<file path="src/rtl/decimal_entry.sv">
// Decimal-entry front end: turns digit/sign/enter/clear key events into a signed byte.
// Optional build macro DECIMAL_ENTRY_EDGE_EN: treat key inputs as push-button levels and act on rising edges only.
module decimal_entry (
    input  logic       clk,
    input  logic       reset,
    input  logic [3:0] Digit,
    input  logic       DigitValid,
    input  logic       SignToggle,
    input  logic       Enter,
    input  logic       Clear,
    output logic [7:0] Num,
    output logic       NumValid,
    output logic       Err,
    output logic [9:0] EntryMag,
    output logic       EntryNeg,
    output logic [1:0] EntryCount,
    output logic [1:0] State
);

    typedef enum logic [1:0] {
        IDLE  = 2'd0,
        ENTRY = 2'd1,
        ERROR = 2'd2
    } state_t;

    state_t     state_q, state_d;
    logic [7:0] num_q, num_d;
    logic       nv_q, nv_d;
    logic       err_q, err_d;
    logic [9:0] mag_q, mag_d;
    logic       neg_q, neg_d;
    logic [1:0] cnt_q, cnt_d;

    logic dv_ev, st_ev, en_ev, cl_ev;

`ifdef DECIMAL_ENTRY_EDGE_EN
    logic dv_q, st_q, en_q, cl_q;

    always_ff @(posedge clk) begin
        if (!reset) begin
            dv_q <= 1'b0;
            st_q <= 1'b0;
            en_q <= 1'b0;
            cl_q <= 1'b0;
        end else begin
            dv_q <= DigitValid;
            st_q <= SignToggle;
            en_q <= Enter;
            cl_q <= Clear;
        end
    end

    // Edge detect against the previous level; the first high cycle is the event.
    assign dv_ev = DigitValid & ~dv_q;
    assign st_ev = SignToggle & ~st_q;
    assign en_ev = Enter & ~en_q;
    assign cl_ev = Clear & ~cl_q;
`else
    assign dv_ev = DigitValid;
    assign st_ev = SignToggle;
    assign en_ev = Enter;
    assign cl_ev = Clear;
`endif

    logic digit_ok;
    logic do_clear, do_enter, do_sign, do_digit;

    // Non-BCD digits are no event, so they never mask anything below them.
    assign digit_ok = dv_ev & (Digit <= 4'd9);
    assign do_clear = cl_ev;
    assign do_enter = en_ev & ~cl_ev;
    assign do_sign  = st_ev & ~en_ev & ~cl_ev;
    assign do_digit = digit_ok & ~st_ev & ~en_ev & ~cl_ev;

    logic       in_range;
    logic       empty;
    logic [9:0] mag_x10;
    logic [7:0] mag_neg;

    assign in_range = neg_q ? (mag_q <= 10'd128) : (mag_q <= 10'd127);
    assign empty    = (cnt_q == 2'd0);
    assign mag_x10  = {mag_q[6:0], 3'b000} + {mag_q[8:0], 1'b0};
    assign mag_neg  = ~mag_q[7:0] + 8'd1;

    always_ff @(posedge clk) begin
        if (!reset) begin
            state_q <= IDLE;
        end else begin
            state_q <= state_d;
        end
    end

    always_comb begin
        state_d = state_q;
        case (state_q)
            IDLE: begin
                if (!do_clear && (do_sign || do_digit)) begin
                    state_d = ENTRY;
                end
            end
            ENTRY: begin
                if (do_clear) begin
                    state_d = IDLE;
                end else if (do_enter) begin
                    state_d = (empty || in_range) ? IDLE : ERROR;
                end
            end
            ERROR: begin
                if (do_clear) begin
                    state_d = IDLE;
                end
            end
            default: state_d = IDLE;
        endcase
    end

    always_comb begin
        num_d = num_q;
        nv_d  = 1'b0;
        err_d = err_q;
        mag_d = mag_q;
        neg_d = neg_q;
        cnt_d = cnt_q;
        if (do_clear) begin
            mag_d = '0;
            neg_d = 1'b0;
            cnt_d = '0;
            err_d = 1'b0;
        end else begin
            case (state_q)
                IDLE: begin
                    if (do_sign) begin
                        neg_d = 1'b1;
                        cnt_d = '0;
                    end else if (do_digit) begin
                        mag_d = {6'b0, Digit};
                        cnt_d = 2'd1;
                        neg_d = 1'b0;
                    end
                end
                ENTRY: begin
                    if (do_enter) begin
                        if (!empty && in_range) begin
                            num_d = neg_q ? mag_neg : mag_q[7:0];
                            nv_d  = 1'b1;
                            mag_d = '0;
                            neg_d = 1'b0;
                            cnt_d = '0;
                        end else if (!empty) begin
                            err_d = 1'b1;
                        end
                    end else if (do_sign) begin
                        neg_d = ~neg_q;
                    end else if (do_digit && cnt_q != 2'd3) begin
                        mag_d = mag_x10 + {6'b0, Digit};
                        cnt_d = cnt_q + 2'd1;
                    end
                end
                default: ;
            endcase
        end
    end

    always_ff @(posedge clk) begin
        if (!reset) begin
            num_q <= '0;
            nv_q  <= 1'b0;
            err_q <= 1'b0;
            mag_q <= '0;
            neg_q <= 1'b0;
            cnt_q <= '0;
        end else begin
            num_q <= num_d;
            nv_q  <= nv_d;
            err_q <= err_d;
            mag_q <= mag_d;
            neg_q <= neg_d;
            cnt_q <= cnt_d;
        end
    end

    assign Num        = num_q;
    assign NumValid   = nv_q;
    assign Err        = err_q;
    assign EntryMag   = mag_q;
    assign EntryNeg   = neg_q;
    assign EntryCount = cnt_q;
    assign State      = state_q;

endmodule

</file>
<file path="config.mk">
export PLATFORM = sky130hd
export DESIGN_NAME = decimal_entry
export DESIGN_NICKNAME = d
export VERILOG_FILES = /design/src/rtl/decimal_entry.sv
export SDC_FILE = /design/constraint.sdc
export NUM_CORES = 1
export LEC_CHECK = 0
export BUFFER_PORTS_ARGS = -buffer_cell sky130_fd_sc_hd__buf_2
export CAP_MARGIN = 20
export CORE_AREA = 2 2 58 60
export DETAILED_ROUTE_END_ITERATION = 16
export DIE_AREA = 0 0 60 62
export PLACE_DENSITY = 0.9
export SLEW_MARGIN = 10
export SYNTH_ARGS = -nofsm -noshare
export SYNTH_HDL_FRONTEND = slang
export SYNTH_SLANG_ARGS = --single-unit
</file>
<file path="constraint.sdc">
create_clock -name clk -period 7.1 [get_ports clk]
set_input_delay 0.355 -clock clk [delete_from_list [all_inputs] [get_ports clk]]
set_output_delay 0.355 -clock clk [all_outputs]
set_load 0.02 [all_outputs]
</file>
Yosys cells after proc, flatten, opt, wreduce, memory -nomap -nowiden
Cells that the tools add are included.
{ "classes": {"addsub": 4, "mux": 29, "reduce_logical": 18, "order_cmp": 3, "bitwise_logic": 17, "eq_ne": 13} }
{ "op_table": {"columns": ["op", "n"], "rows": [
  ["$mux 10", 6],
  ["$mux 2", 11],
  ["$pmux 10 s2", 1],
  ["$ne 3x3->1 const B", 6],
  ["$reduce_and 4->1", 3],
  ["$add 10x10->10", 1],
  ["$add 10x4->10", 1],
  ["$le 10x7->1 const B", 1],
  ["$le 10x8->1 const B", 1],
  ["$ne 2x2->1 const B", 5],
  ["$not 1->1", 9],
  ["$add 8x1->8 const B", 1],
  ["$mux 8", 1],
  ["$not 8->8", 1],
  ["$and 1x1->1", 7],
  ["$mux 1", 7],
  ["$pmux 2 s3", 1],
  ["$reduce_and 6->1", 1],
  ["$reduce_and 5->1", 1],
  ["$le 4x4->1 const B", 1],
  ["$logic_not 2->1", 2],
  ["$pmux 2 s2", 1],
  ["$reduce_or 4->1", 1],
  ["$logic_and 1x1->1", 3],
  ["other kinds (9)", 11]
]} }
{ "totals": {"output_inout_bits": 25, "word_cells": 91, "inputBits": 10, "register_bits": 25} }

Depth between registers and ports, before layout
{ "logic_depth": {"word_depth": 10, "depth_mapped": 9, "depth_no_buf": 9} }

Worst setup path after synthesis
No wires, ideal clock.
{ "synth_timing": {"path_kind": "register to register", "startpoint": "register mag_q[0], in the netlist EntryMag[0]", "endpoint": "register mag_q[8], in the netlist EntryMag[8]", "t_arrival_ps": 2369, "path_stages_with_launch": 10, "synth_period_minus_slack_ps": 2485, "setup_ps": 117, "path_slack_ps": 4615, "n_path_buf": 0, "required_ps": 6983, "cell_sequence": "dfxtp_1 -> inv_1 -> fa_1 -> inv_1 -> fa_1 -> a211oi_1 -> o21bai_1 -> a21oi_1 -> xnor2_1 -> a22o_1"} }
{ "synth_via": {"elab_chain_len": 6, "word_cells_on_any_way": 12, "classes_between": "add/sub (2); order compare (2); eq/ne (1); mux (5); reduce/logical (2)"} }
{ "synth_rtl": {"columns": ["item", "line", "source"], "rows": [
  ["start, declared", "30", "logic [9:0] mag_q, mag_d;"],
  ["start signal, assigned", "176", "mag_q <= mag_d;"],
  ["$add 10x10->10", "82", "assign mag_x10 = {mag_q[6:0], 3'b000} + {mag_q[8:0], 1'b0};"],
  ["$add 10x4->10", "155", "mag_d = mag_x10 + {6'b0, Digit};"],
  ["$mux 10", "154", "end else if (do_digit && cnt_q != 2'd3) begin"],
  ["$mux 10", "152", "end else if (do_sign) begin"],
  ["$mux 10", "142", "if (do_enter) begin"],
  ["$pmux 10 s2", "130", "case (state_q)"]
]} }
Several ways; a longest one is shown, not always the timed one. The select of a mux whose other input is x is not followed.
A chain may end at the register's enable or synchronous reset.

Worst setup path after layout
{ "layout_timing": {"startpoint": "register mag_q[0], in the netlist EntryMag[0]", "endpoint": "register mag_q[9], in the netlist EntryMag[9]"} }
The elaborated chain is that of the path after synthesis.

==> results.md <==
- WS Path Type: reg -> reg
- DP HPWL: 2857 microns
- Total power: 0.2363 mW
- Mean area per synthesized cell: 8.918 sq um
- Netlist cell types: 47
- Port Buffers: 34
- # nets final: 258
- DR vias: 1582
- R2r setup slk: 4.51 ns
- Layout cells sized above 1: 0.2149
- Critical path origin: EntryMag[0]
- Die Wd: 60 microns
- Mapped Cells: 196
- Residual DRC count: 0
- Status: complete, no violations
- Via density: 5.774
- Dpl ws: 4.534 ns
- FFs w/ async S/R, synth: 0
- Most frequent cell after synthesis: dfxtp_1
- Achievable Freq: 385.7 MHz
- Vias in the first global route: 1301
- Met3 Wirelength: 175 microns
- Register bit total from synthesis: 25
- CP max-delay cell: fa_1
- DRT Pass-1 Iters: 4
- Clock-pin slew on the worst setup and hold paths: 0.13 ns
- Synthesized cell area: 0.001748 sq mm
- Top FF cell, synth: dfxtp_1
- Clk_skew: 0.006521 ns
- Crit-path max FO: 6
- Cells after DPL: 270
- WL per Instance: 13.42 microns
- CP Data Required Time: 7.32 ns
- Clock Latency Late Sink: 0.32 ns
- Worst-path cell chain: inv_1 > fa_1 > inv_1 > ha_1 > a21oi_1 > o211ai_1 > o41ai_1 > xnor2_1 > a22o_1
- Initial antenna violation count: 0
- Crit path largest cell delay: 0.53 ns
- Leakage: 0.9742 nW
- Arrival time worst endpoint: 2.82 ns
- Largest cells by area after synthesis: dfxtp_1 (29%), ha_1 (12%), xnor2_1 (4.0%), nand2_1 (3.9%), o211a_1 (3.4%)
- Final setup vio count: 0
- Design area: 0.001979 sq mm
- IO Pins: 35
- Cell Area, Placed: 0.001953 sq mm
- ANT nets after route: 0
- Total wire length: 3677 microns
- CTS buffer count: 3
- Most used cell, CP: inv_1
- Area grow syn2layout: 13.24%
- Die height: 62 microns
- Top cell type by total area after synthesis: dfxtp_1
- CTS sink count: 25
- Hold Path Origin: Digit[0]
- CP startpoint kind: flip-flop
- Syn Nets: 225
- Core Footprint: 0.003179 sq mm
- Final hold violations: 0
- First-pass GRT wire length: 5975 microns
- Final TNS setup: 0 ns
- Post-CTS Hold Buffers: 0
- Wire length on met2: 1633 microns
- GR Overflow Total: 0
- Die area: 0.003720 sq mm
- Ant diodes: 0
- Slew Limit Fails: 0
- Largest net degree at the start of global routing: 16
- Part of the cycle the worst path needs: 0.3651
- Rows: 21
- Final std cells w/o fill: 274
- Max clock buf depth: 2
- CTS resizes: 0
- Worst hold path class: in -> reg
- CTS tree: yes
- Post-synth top cells: dfxtp_1 (25), nand2_1 (18), ha_1 (17)
- PwrDens: 119.4 mW/mm^2
- Ys Warns: 0
- Worst hold slack: 0.3288 ns
- Number of enable flip-flop cells after synthesis: 0
- Clock Root Buffer: clkbuf_4
- CP Capture Type: flip-flop
- Worst reg2reg startpoint: EntryMag[0]
- Fin util: 0.6226
- RSZ-0062 raised after global routing: false
- Slew @ Worst Pin: 0.5842 ns
- Worst setup margin: 4.508 ns
- Fill cell count: 281
- MaxCap Viol Count: 0
- VDD IR max: 57.71 uV
- Minimum clock period: 2.592 ns
- Register area share after synthesis: 0.2863
- Max transition margin: 0.6097
- Metal1 wirelength: 1816 microns
- RePlAce Congestion: 0.8754
- CTS H-tree depth: 1
- All-Layer GR Usage: 0.2083
- 1st-iter DRT viols: 50
- Setup Buffers After CTS: 0
- Top Metal Used: met4
- Initial core utilization: 0.5498
- Top-area cell type share of the netlist area: 0.2863
-- cell type report --
| class | count | area (sq um) | area share |
|---|---|---|---|
| flip-flops and latches | 25 | 500.5 | 0.2528 |
| repair buffers | 35 | 175.2 | 0.08850 |
| clock buffers | 4 | 26.28 | 0.01327 |
| multi-input cells | 153 | 1179 | 0.5954 |
| inverters | 11 | 41.29 | 0.02086 |
| well taps | 46 | 57.56 | 0.02908 |
-- cells in the final DEF (no fill, tap or decap), types with 3 or more instances in the layout --
cell	count
buf_2	35
a21oi_1	11
xnor2_1	8
or3_1	3
ha_1	17
nor2_1	10
o211a_1	6
o21ai_1	4
inv_1	11
xor2_1	6
nand2_1	18
nand3_1	7
dfxtp_1	25
clkbuf_4	3
nand2b_1	4
mux2i_1	3
nor2b_1	6
o31ai_1	3
o211ai_1	4
a22o_1	6
-- final timing paths --
kind / endpoint / cells past startpoint
setup / recovery: EntryMag[9] / 9
hold / removal: EntryMag[0] / 3
setup reg to reg: EntryMag[9] / 9
hold reg to reg: Err / 2
-- sequential cells by signal, summed over array words and instances, names as in the netlist --
name / count
EntryCount: 2
EntryMag: 10
EntryNeg: 1
Err: 1
Num: 8
NumValid: 1
State: 2
-- per-layer routing --
metal	global-route usage	up-vias
met5	0	-
met4	0.07619	0
met3	0.01656	5
met2	0.3307	55
met1	0.2967	736
li1	-	786
-- worst max-delay path, delay by kind of cell (launching register included) --
family | cells | cell delay (ns)
flip-flops | 1 | 0.45
XOR/XNOR | 1 | 0.13
AO/OA/AOI/OAI | 4 | 0.90
adder cells (fa/ha/maj) | 2 | 0.82
buffers and inverters | 2 | 0.20
-- logic make-up (layout without fill, tap and decap cells) --
| family | after synthesis | after routing | share of synthesized area |
|---|---|---|---|
| xor gates and xnor gates | 14 | 14 | 0.07015 |
| adders and majority gates | 19 | 19 | 0.1446 |
| DFF | 25 | 25 | 0.2863 |
| muxes | 3 | 3 | 0.01718 |
| and+or+nand+nor | 63 | 63 | 0.1940 |
| AOI/OAI and AO/OA | 54 | 54 | 0.2484 |
| buffers and inverters | 18 | 50 | 0.03937 |
-- where the power goes --
part | switching, mW | internal [mW]
registers | 0.00162 | 0.141
logic | 0.0193 | 0.0114
clock network | 0.0408 | 0.0220
total | 0.0617 | 0.175
No activity file was read; power rests on OpenSTA's default activity.
